File: config.mk
export PLATFORM = sky130hd
export DESIGN_NAME = id_ex_decode
export DESIGN_NICKNAME = d
export VERILOG_FILES = /design/src/rtl/riscv_decode_pkg.sv /design/src/rtl/instr_decoder.sv /design/src/rtl/id_ex_decode.sv
export SDC_FILE = /design/constraint.sdc
export NUM_CORES = 1
export LEC_CHECK = 0
export CORE_ASPECT_RATIO = 0.75
export CORE_MARGIN = 5
export CORE_UTILIZATION = 46
export DETAILED_ROUTE_END_ITERATION = 7
export GPL_TIMING_DRIVEN = 0
export PLACE_DENSITY = 0.95
export SYNTH_ARGS = -nofsm -noshare
export SYNTH_HDL_FRONTEND = slang
export SYNTH_HIERARCHICAL = 1
export SYNTH_SLANG_ARGS = --single-unit
File: constraint.sdc
create_clock -name clk -period 4.8 [get_ports clk]
set_input_delay 0.72 -clock clk [delete_from_list [all_inputs] [get_ports clk]]
set_output_delay 0.72 -clock clk [all_outputs]
set_load 0.01 [all_outputs]
File: src/rtl/riscv_decode_pkg.sv
// Shared decode constants and the ID/EX pipeline register payload.
package riscv_decode_pkg;

  localparam int unsigned XLEN     = 32;
  localparam int unsigned REG_AW   = 5;
  localparam int unsigned ALU_OP_W = 4;

  typedef enum logic [ALU_OP_W-1:0] {
    ALU_AND = 4'b0000,
    ALU_OR  = 4'b0001,
    ALU_ADD = 4'b0010,
    ALU_SUB = 4'b0110,
    ALU_LT  = 4'b0111,
    ALU_SRL = 4'b1000,
    ALU_SLL = 4'b1001,
    ALU_SRA = 4'b1010,
    ALU_XOR = 4'b1101
  } alu_op_e;

  localparam logic [6:0] OP_R      = 7'b0110011;
  localparam logic [6:0] OP_I      = 7'b0010011;
  localparam logic [6:0] OP_LOAD   = 7'b0000011;
  localparam logic [6:0] OP_STORE  = 7'b0100011;
  localparam logic [6:0] OP_BRANCH = 7'b1100011;
  localparam logic [6:0] OP_LUI    = 7'b0110111;
  localparam logic [6:0] OP_AUIPC  = 7'b0010111;

  localparam logic [2:0] F3_ADD  = 3'b000;
  localparam logic [2:0] F3_SLL  = 3'b001;
  localparam logic [2:0] F3_SLT  = 3'b010;
  localparam logic [2:0] F3_SLTU = 3'b011;
  localparam logic [2:0] F3_XOR  = 3'b100;
  localparam logic [2:0] F3_SR   = 3'b101;
  localparam logic [2:0] F3_OR   = 3'b110;
  localparam logic [2:0] F3_AND  = 3'b111;

  typedef struct packed {
    logic              valid;
    alu_op_e           alu_op;
    logic [XLEN-1:0]   op1;
    logic [XLEN-1:0]   op2;
    logic [XLEN-1:0]   rs2_data;
    logic [XLEN-1:0]   imm;
    logic [REG_AW-1:0] rd;
    logic [REG_AW-1:0] rs1;
    logic [REG_AW-1:0] rs2;
    logic              reg_write;
    logic              mem_read;
    logic              mem_write;
    logic              branch;
    logic              illegal;
  } id_ex_t;

  // Empty pipeline slot: everything zero except a harmless ADD opcode.
  function automatic id_ex_t id_ex_bubble();
    id_ex_t b;
    b        = '0;
    b.alu_op = ALU_ADD;
    return b;
  endfunction

endpackage

File: src/rtl/instr_decoder.sv
// Combinational RV32I decoder producing the ID/EX payload and an illegal flag.
module instr_decoder
  import riscv_decode_pkg::*;
(
  input  logic [31:0]     instr,
  input  logic [XLEN-1:0] pc,
  input  logic [XLEN-1:0] rs1_data,
  input  logic [XLEN-1:0] rs2_data,
  output id_ex_t          dec,
  output logic            illegal
);

  logic [6:0]      opcode;
  logic [2:0]      funct3;
  logic [XLEN-1:0] imm_i;
  logic [XLEN-1:0] imm_s;
  logic [XLEN-1:0] imm_b;
  logic [XLEN-1:0] imm_u;

  assign opcode = instr[6:0];
  assign funct3 = instr[14:12];
  assign imm_i  = {{20{instr[31]}}, instr[31:20]};
  assign imm_s  = {{20{instr[31]}}, instr[31:25], instr[11:7]};
  assign imm_b  = {{19{instr[31]}}, instr[31], instr[7], instr[30:25], instr[11:8], 1'b0};
  assign imm_u  = {instr[31:12], 12'b0};

  // Opcode/funct3 decode; fields not used by an instruction class stay zero.
  always_comb begin
    dec         = id_ex_bubble();
    dec.valid   = 1'b1;
    illegal     = 1'b0;
    case (opcode)
      OP_R, OP_I: begin
        dec.op1       = rs1_data;
        dec.rs1       = instr[19:15];
        dec.rd        = instr[11:7];
        dec.reg_write = 1'b1;
        if (opcode == OP_R) begin
          dec.op2      = rs2_data;
          dec.rs2      = instr[24:20];
          dec.rs2_data = rs2_data;
        end else begin
          dec.op2 = imm_i;
          dec.imm = imm_i;
        end
        case (funct3)
          F3_ADD:  dec.alu_op = (opcode == OP_R && instr[30]) ? ALU_SUB : ALU_ADD;
          F3_SLL:  dec.alu_op = ALU_SLL;
          F3_SLT:  dec.alu_op = ALU_LT;
          F3_SLTU: illegal    = 1'b1;
          F3_XOR:  dec.alu_op = ALU_XOR;
          F3_SR:   dec.alu_op = instr[30] ? ALU_SRA : ALU_SRL;
          F3_OR:   dec.alu_op = ALU_OR;
          default: dec.alu_op = ALU_AND;
        endcase
      end
      OP_LOAD: begin
        dec.op1       = rs1_data;
        dec.op2       = imm_i;
        dec.imm       = imm_i;
        dec.rs1       = instr[19:15];
        dec.rd        = instr[11:7];
        dec.mem_read  = 1'b1;
        dec.reg_write = 1'b1;
      end
      OP_STORE: begin
        dec.op1       = rs1_data;
        dec.op2       = imm_s;
        dec.imm       = imm_s;
        dec.rs1       = instr[19:15];
        dec.rs2       = instr[24:20];
        dec.rs2_data  = rs2_data;
        dec.mem_write = 1'b1;
      end
      OP_BRANCH: begin
        dec.op1      = rs1_data;
        dec.op2      = rs2_data;
        dec.imm      = imm_b;
        dec.rs1      = instr[19:15];
        dec.rs2      = instr[24:20];
        dec.rs2_data = rs2_data;
        dec.alu_op   = ALU_SUB;
        dec.branch   = 1'b1;
      end
      OP_LUI, OP_AUIPC: begin
        dec.op1       = (opcode == OP_AUIPC) ? pc : '0;
        dec.op2       = imm_u;
        dec.imm       = imm_u;
        dec.rd        = instr[11:7];
        dec.reg_write = 1'b1;
      end
      default: illegal = 1'b1;
    endcase
  end

endmodule

File: src/rtl/id_ex_decode.sv
// ID/EX pipeline register with stall, flush and illegal-instruction squash.
// Optional macro ID_EX_ILLEGAL_COUNT_EN adds a saturating illegal_count port.
module id_ex_decode
  import riscv_decode_pkg::*;
#(
  parameter int unsigned ID_EX_WIDTH = 32
) (
  input  logic                   clk,
  input  logic                   rst,
  input  logic                   id_valid,
  input  logic [31:0]            id_instr,
  input  logic [ID_EX_WIDTH-1:0] id_pc,
  input  logic [ID_EX_WIDTH-1:0] id_rs1_data,
  input  logic [ID_EX_WIDTH-1:0] id_rs2_data,
  input  logic                   stall,
  input  logic                   flush,
  output logic                   ex_valid,
  output logic [3:0]             ex_alu_op,
  output logic [ID_EX_WIDTH-1:0] ex_op1,
  output logic [ID_EX_WIDTH-1:0] ex_op2,
  output logic [ID_EX_WIDTH-1:0] ex_rs2_data,
  output logic [ID_EX_WIDTH-1:0] ex_imm,
  output logic [4:0]             ex_rd,
  output logic [4:0]             ex_rs1,
  output logic [4:0]             ex_rs2,
  output logic                   ex_reg_write,
  output logic                   ex_mem_read,
  output logic                   ex_mem_write,
  output logic                   ex_branch,
  output logic                   ex_illegal
`ifdef ID_EX_ILLEGAL_COUNT_EN
  ,
  output logic [15:0]            illegal_count
`endif
);

  id_ex_t dec;
  logic   dec_illegal;
  id_ex_t id_ex_q;
  id_ex_t id_ex_d;

  instr_decoder u_instr_decoder (
    .instr    (id_instr),
    .pc       (id_pc),
    .rs1_data (id_rs1_data),
    .rs2_data (id_rs2_data),
    .dec      (dec),
    .illegal  (dec_illegal)
  );

  // Priority: flush > stall > legal load > illegal squash > idle bubble.
  always_comb begin
    id_ex_d = id_ex_q;
    if (flush) begin
      id_ex_d = id_ex_bubble();
    end else if (stall) begin
      id_ex_d = id_ex_q;
    end else if (id_valid && !dec_illegal) begin
      id_ex_d         = dec;
      id_ex_d.valid   = 1'b1;
      id_ex_d.illegal = 1'b0;
    end else if (id_valid) begin
      id_ex_d         = id_ex_bubble();
      id_ex_d.illegal = 1'b1;
    end else begin
      id_ex_d = id_ex_bubble();
    end
  end

  // Pipeline register with synchronous reset to a bubble.
  always_ff @(posedge clk) begin
    if (rst) id_ex_q <= id_ex_bubble();
    else     id_ex_q <= id_ex_d;
  end

`ifdef ID_EX_ILLEGAL_COUNT_EN
  logic [15:0] illegal_cnt_q;
  logic [15:0] illegal_cnt_d;

  // Count squashes, saturating at all-ones; flush and stall leave it alone.
  always_comb begin
    illegal_cnt_d = illegal_cnt_q;
    if (!flush && !stall && id_valid && dec_illegal && illegal_cnt_q != 16'hFFFF)
      illegal_cnt_d = illegal_cnt_q + 16'd1;
  end

  // Counter register.
  always_ff @(posedge clk) begin
    if (rst) illegal_cnt_q <= '0;
    else     illegal_cnt_q <= illegal_cnt_d;
  end

  assign illegal_count = illegal_cnt_q;
`endif

  assign ex_valid     = id_ex_q.valid;
  assign ex_alu_op    = id_ex_q.alu_op;
  assign ex_op1       = id_ex_q.op1;
  assign ex_op2       = id_ex_q.op2;
  assign ex_rs2_data  = id_ex_q.rs2_data;
  assign ex_imm       = id_ex_q.imm;
  assign ex_rd        = id_ex_q.rd;
  assign ex_rs1       = id_ex_q.rs1;
  assign ex_rs2       = id_ex_q.rs2;
  assign ex_reg_write = id_ex_q.reg_write;
  assign ex_mem_read  = id_ex_q.mem_read;
  assign ex_mem_write = id_ex_q.mem_write;
  assign ex_branch    = id_ex_q.branch;
  assign ex_illegal   = id_ex_q.illegal;

endmodule

==> impl_metrics.toml <==
[routing]
drtIter0Drc = 835
wl_per_cell_um = 24.3
remaining_drc_errors = 0
postRouteAntennaNets = 0
viasPerCell = 6.30
vias = 7060
finalWirelength_um = 27300
drtPass1Iterations = 5

[pwr]
power.share.sequential_pct = 44.0
powerDensity_nw_per_um2 = 280
ir_worst_vdd_mv = 0.236
power.leakage_nw = 3.87
pwr-share-clk_pct = 46.8
power.share.switching_pct = 25.4
intPower_mw = 2.15
combPwrFrac_pct = 9.2
p_sw_mw = 0.734

[setup_path]
cp.required_ns = 5.17
criticalPathCategory = "input port to flop"
end_kind = "flop"
cp-startpoint = "id_instr[2]"
r2r-end = "ex_valid"
arrival_ns = 3.77
start_kind = "input port"
reg2reg_from = "ex_valid"
r2r_cells = 2
endpoint = "ex_op2[19]"
r2r_setup_slack_ns = 4.09
cp_max_fo = 10

[cells_and_area]
utilization_pct = 72.1
fillCellCount = 1032
fin_area_sq_um = 10300
multiInputGateArea_sq_um = 3160
antenna_cells = 0
final_nets = 1041
fin_cells = 1121
syn_to_final_growth_pct = 55.1
layout-drive-gt1-share_pct = 12.8
regArea_sq_um = 3060
mostFrequentLayoutCells = "clkdlybuf4s50_1 (282), dfxtp_1 (153), a32o_1 (151)"
layout_commonest_cell = "clkdlybuf4s50_1"

[clock_tree]
clock-sinks = 153
clock_latency_ns = 0.42
cts_tree = "yes"
cts_made_buffers = 17
cts.clk_slew.worst_paths_ns = 0.07
ctsResizeCount = 0
clockBufferDepth = 2
cts.hold.buffers_added = 0
cts_setup_buffers = 0
clockRootBuffer = "clkbuf_16"
htreeDepth = 4

[logic_synthesis]
synth_area_sq_um = 6650
syn_inst = 607
ys_warn_count = 6
synth_fp_nets = 740
postSynthAreaPerCell_sq_um = 11.0

[timing]
rsz0062_at_grt = "no"
clock_skew_ns = 0
setup-tns-final_ns = 0
slew_viol_final = 0
hold_violations = 0
max_freq_mhz = 294
holdWs_ns = 0.462
worst_slew_margin_rel_pct = 55.8
setup-violations-final = 0
fin_crit_ns = 3.41
post-route-period-util_pct = 71.0
tightest_slew_ns = 0.661

[hold_path]
min_path_type = "flop to flop"

[floorplan]
fp.coreArea_sq_um = 14300
initial_core_util_pct = 46.5
die-area_sq_um = 17000
die_w_um = 149
io_pins = 286
fp.dieH_um = 114
rows = 38

[run_status]
status = "finished clean"

[global_route]
grt_max_degree = 17
grtUsageMet3_pct = 10.4
antenna_found_initial = 0
grt_pass1_wl_um = 40800
met1_usage_pct = 38.7
grt_overflow = 0
met2_usage_pct = 50.8
top_usage_layer = "met2"
grt_usage_pct = 31.0
grt_pass1_vias = 7010

[place]
dp_cells = 1089
hpwl_um = 20500
io_buffers = 282
gp_congestion = 0.937
place_area_sq_um = 9720

[run]
max-cap-violations = 0
[worst max-delay path, cell delays in order]
cell and delay, ns:
clkdlybuf4s50_1 0.49, nand4bb_4 0.33, a21oi_1 0.19, clkbuf_1 0.52, o32ai_1 0.22, nor3b_1 0.20, buf_2 0.26, buf_2 0.33
buf_2 0.30, a32o_1 0.20
[worst min path at each step]
| stage | depth (start not counted) | from | endpoint | slack [ns] |
|---|---|---|---|---|
| finish | 2 | ex_illegal | ex_illegal | 0.46 |
| global route | 1 | ex_op1[2] | ex_op1[2] | 0.48 |
| CTS | 2 | ex_illegal | ex_illegal | 0.46 |
| detailed placement | 2 | ex_illegal | ex_illegal | 0.45 |
| global placement | 1 | ex_imm[4] | ex_imm[4] | 0.45 |
| floorplan | 2 | ex_illegal | ex_illegal | 0.48 |
[state kept, by name (all words and copies together) (netlist names)]
name / count
ex_reg_write: 1
ex_op1: 32
ex_branch: 1
ex_rs1: 5
ex_rd: 5
ex_illegal: 1
ex_mem_read: 1
ex_op2: 32
ex_mem_write: 1
ex_valid: 1
ex_alu_op: 4
ex_imm: 32
ex_rs2: 5
ex_rs2_data: 32
[area by class of cell]
cell class / instances / area share [%]
Clock inverter: 14 / 1.49
Timing Repair Buffer: 282 / 27.4
Clock buffer: 18 / 4.26
Buffer: 78 / 4.08
Inverter: 3 / 0.109
Multi-Input combinational cell: 373 / 30.6
Tap cell: 200 / 2.43
Sequential cell: 153 / 29.7
[power by group through the flow]
stage / clock, mW / sequential [mW] / combinational [mW]
2_1_floorplan: 0 / 1.30 / 0.0880
3_3_place_gp: 0 / 1.30 / 0.253
3_5_place_dp: 0 / 1.30 / 0.257
4_1_cts: 1.36 / 1.27 / 0.259
5_1_grt: 1.42 / 1.27 / 0.276
6_report: 1.35 / 1.27 / 0.265
[layer usage]
layer / vias to the layer above / share of wire (%)
met2: 469 / 47
met4: 0 / 2.8
li1: 3084 / -
met1: 3443 / 38
met5: - / 0
met3: 64 / 12
[metrics by stage]
step	power, mW	setup WS [ns]
2_1_floorplan	1.39	2.28
3_3_place_gp	1.55	1.04
3_5_place_dp	1.56	1.03
4_1_cts	2.89	1.44
5_1_grt	2.97	1.26
6_report	2.89	1.39
Note: power is estimated with default switching activity, not from simulation.
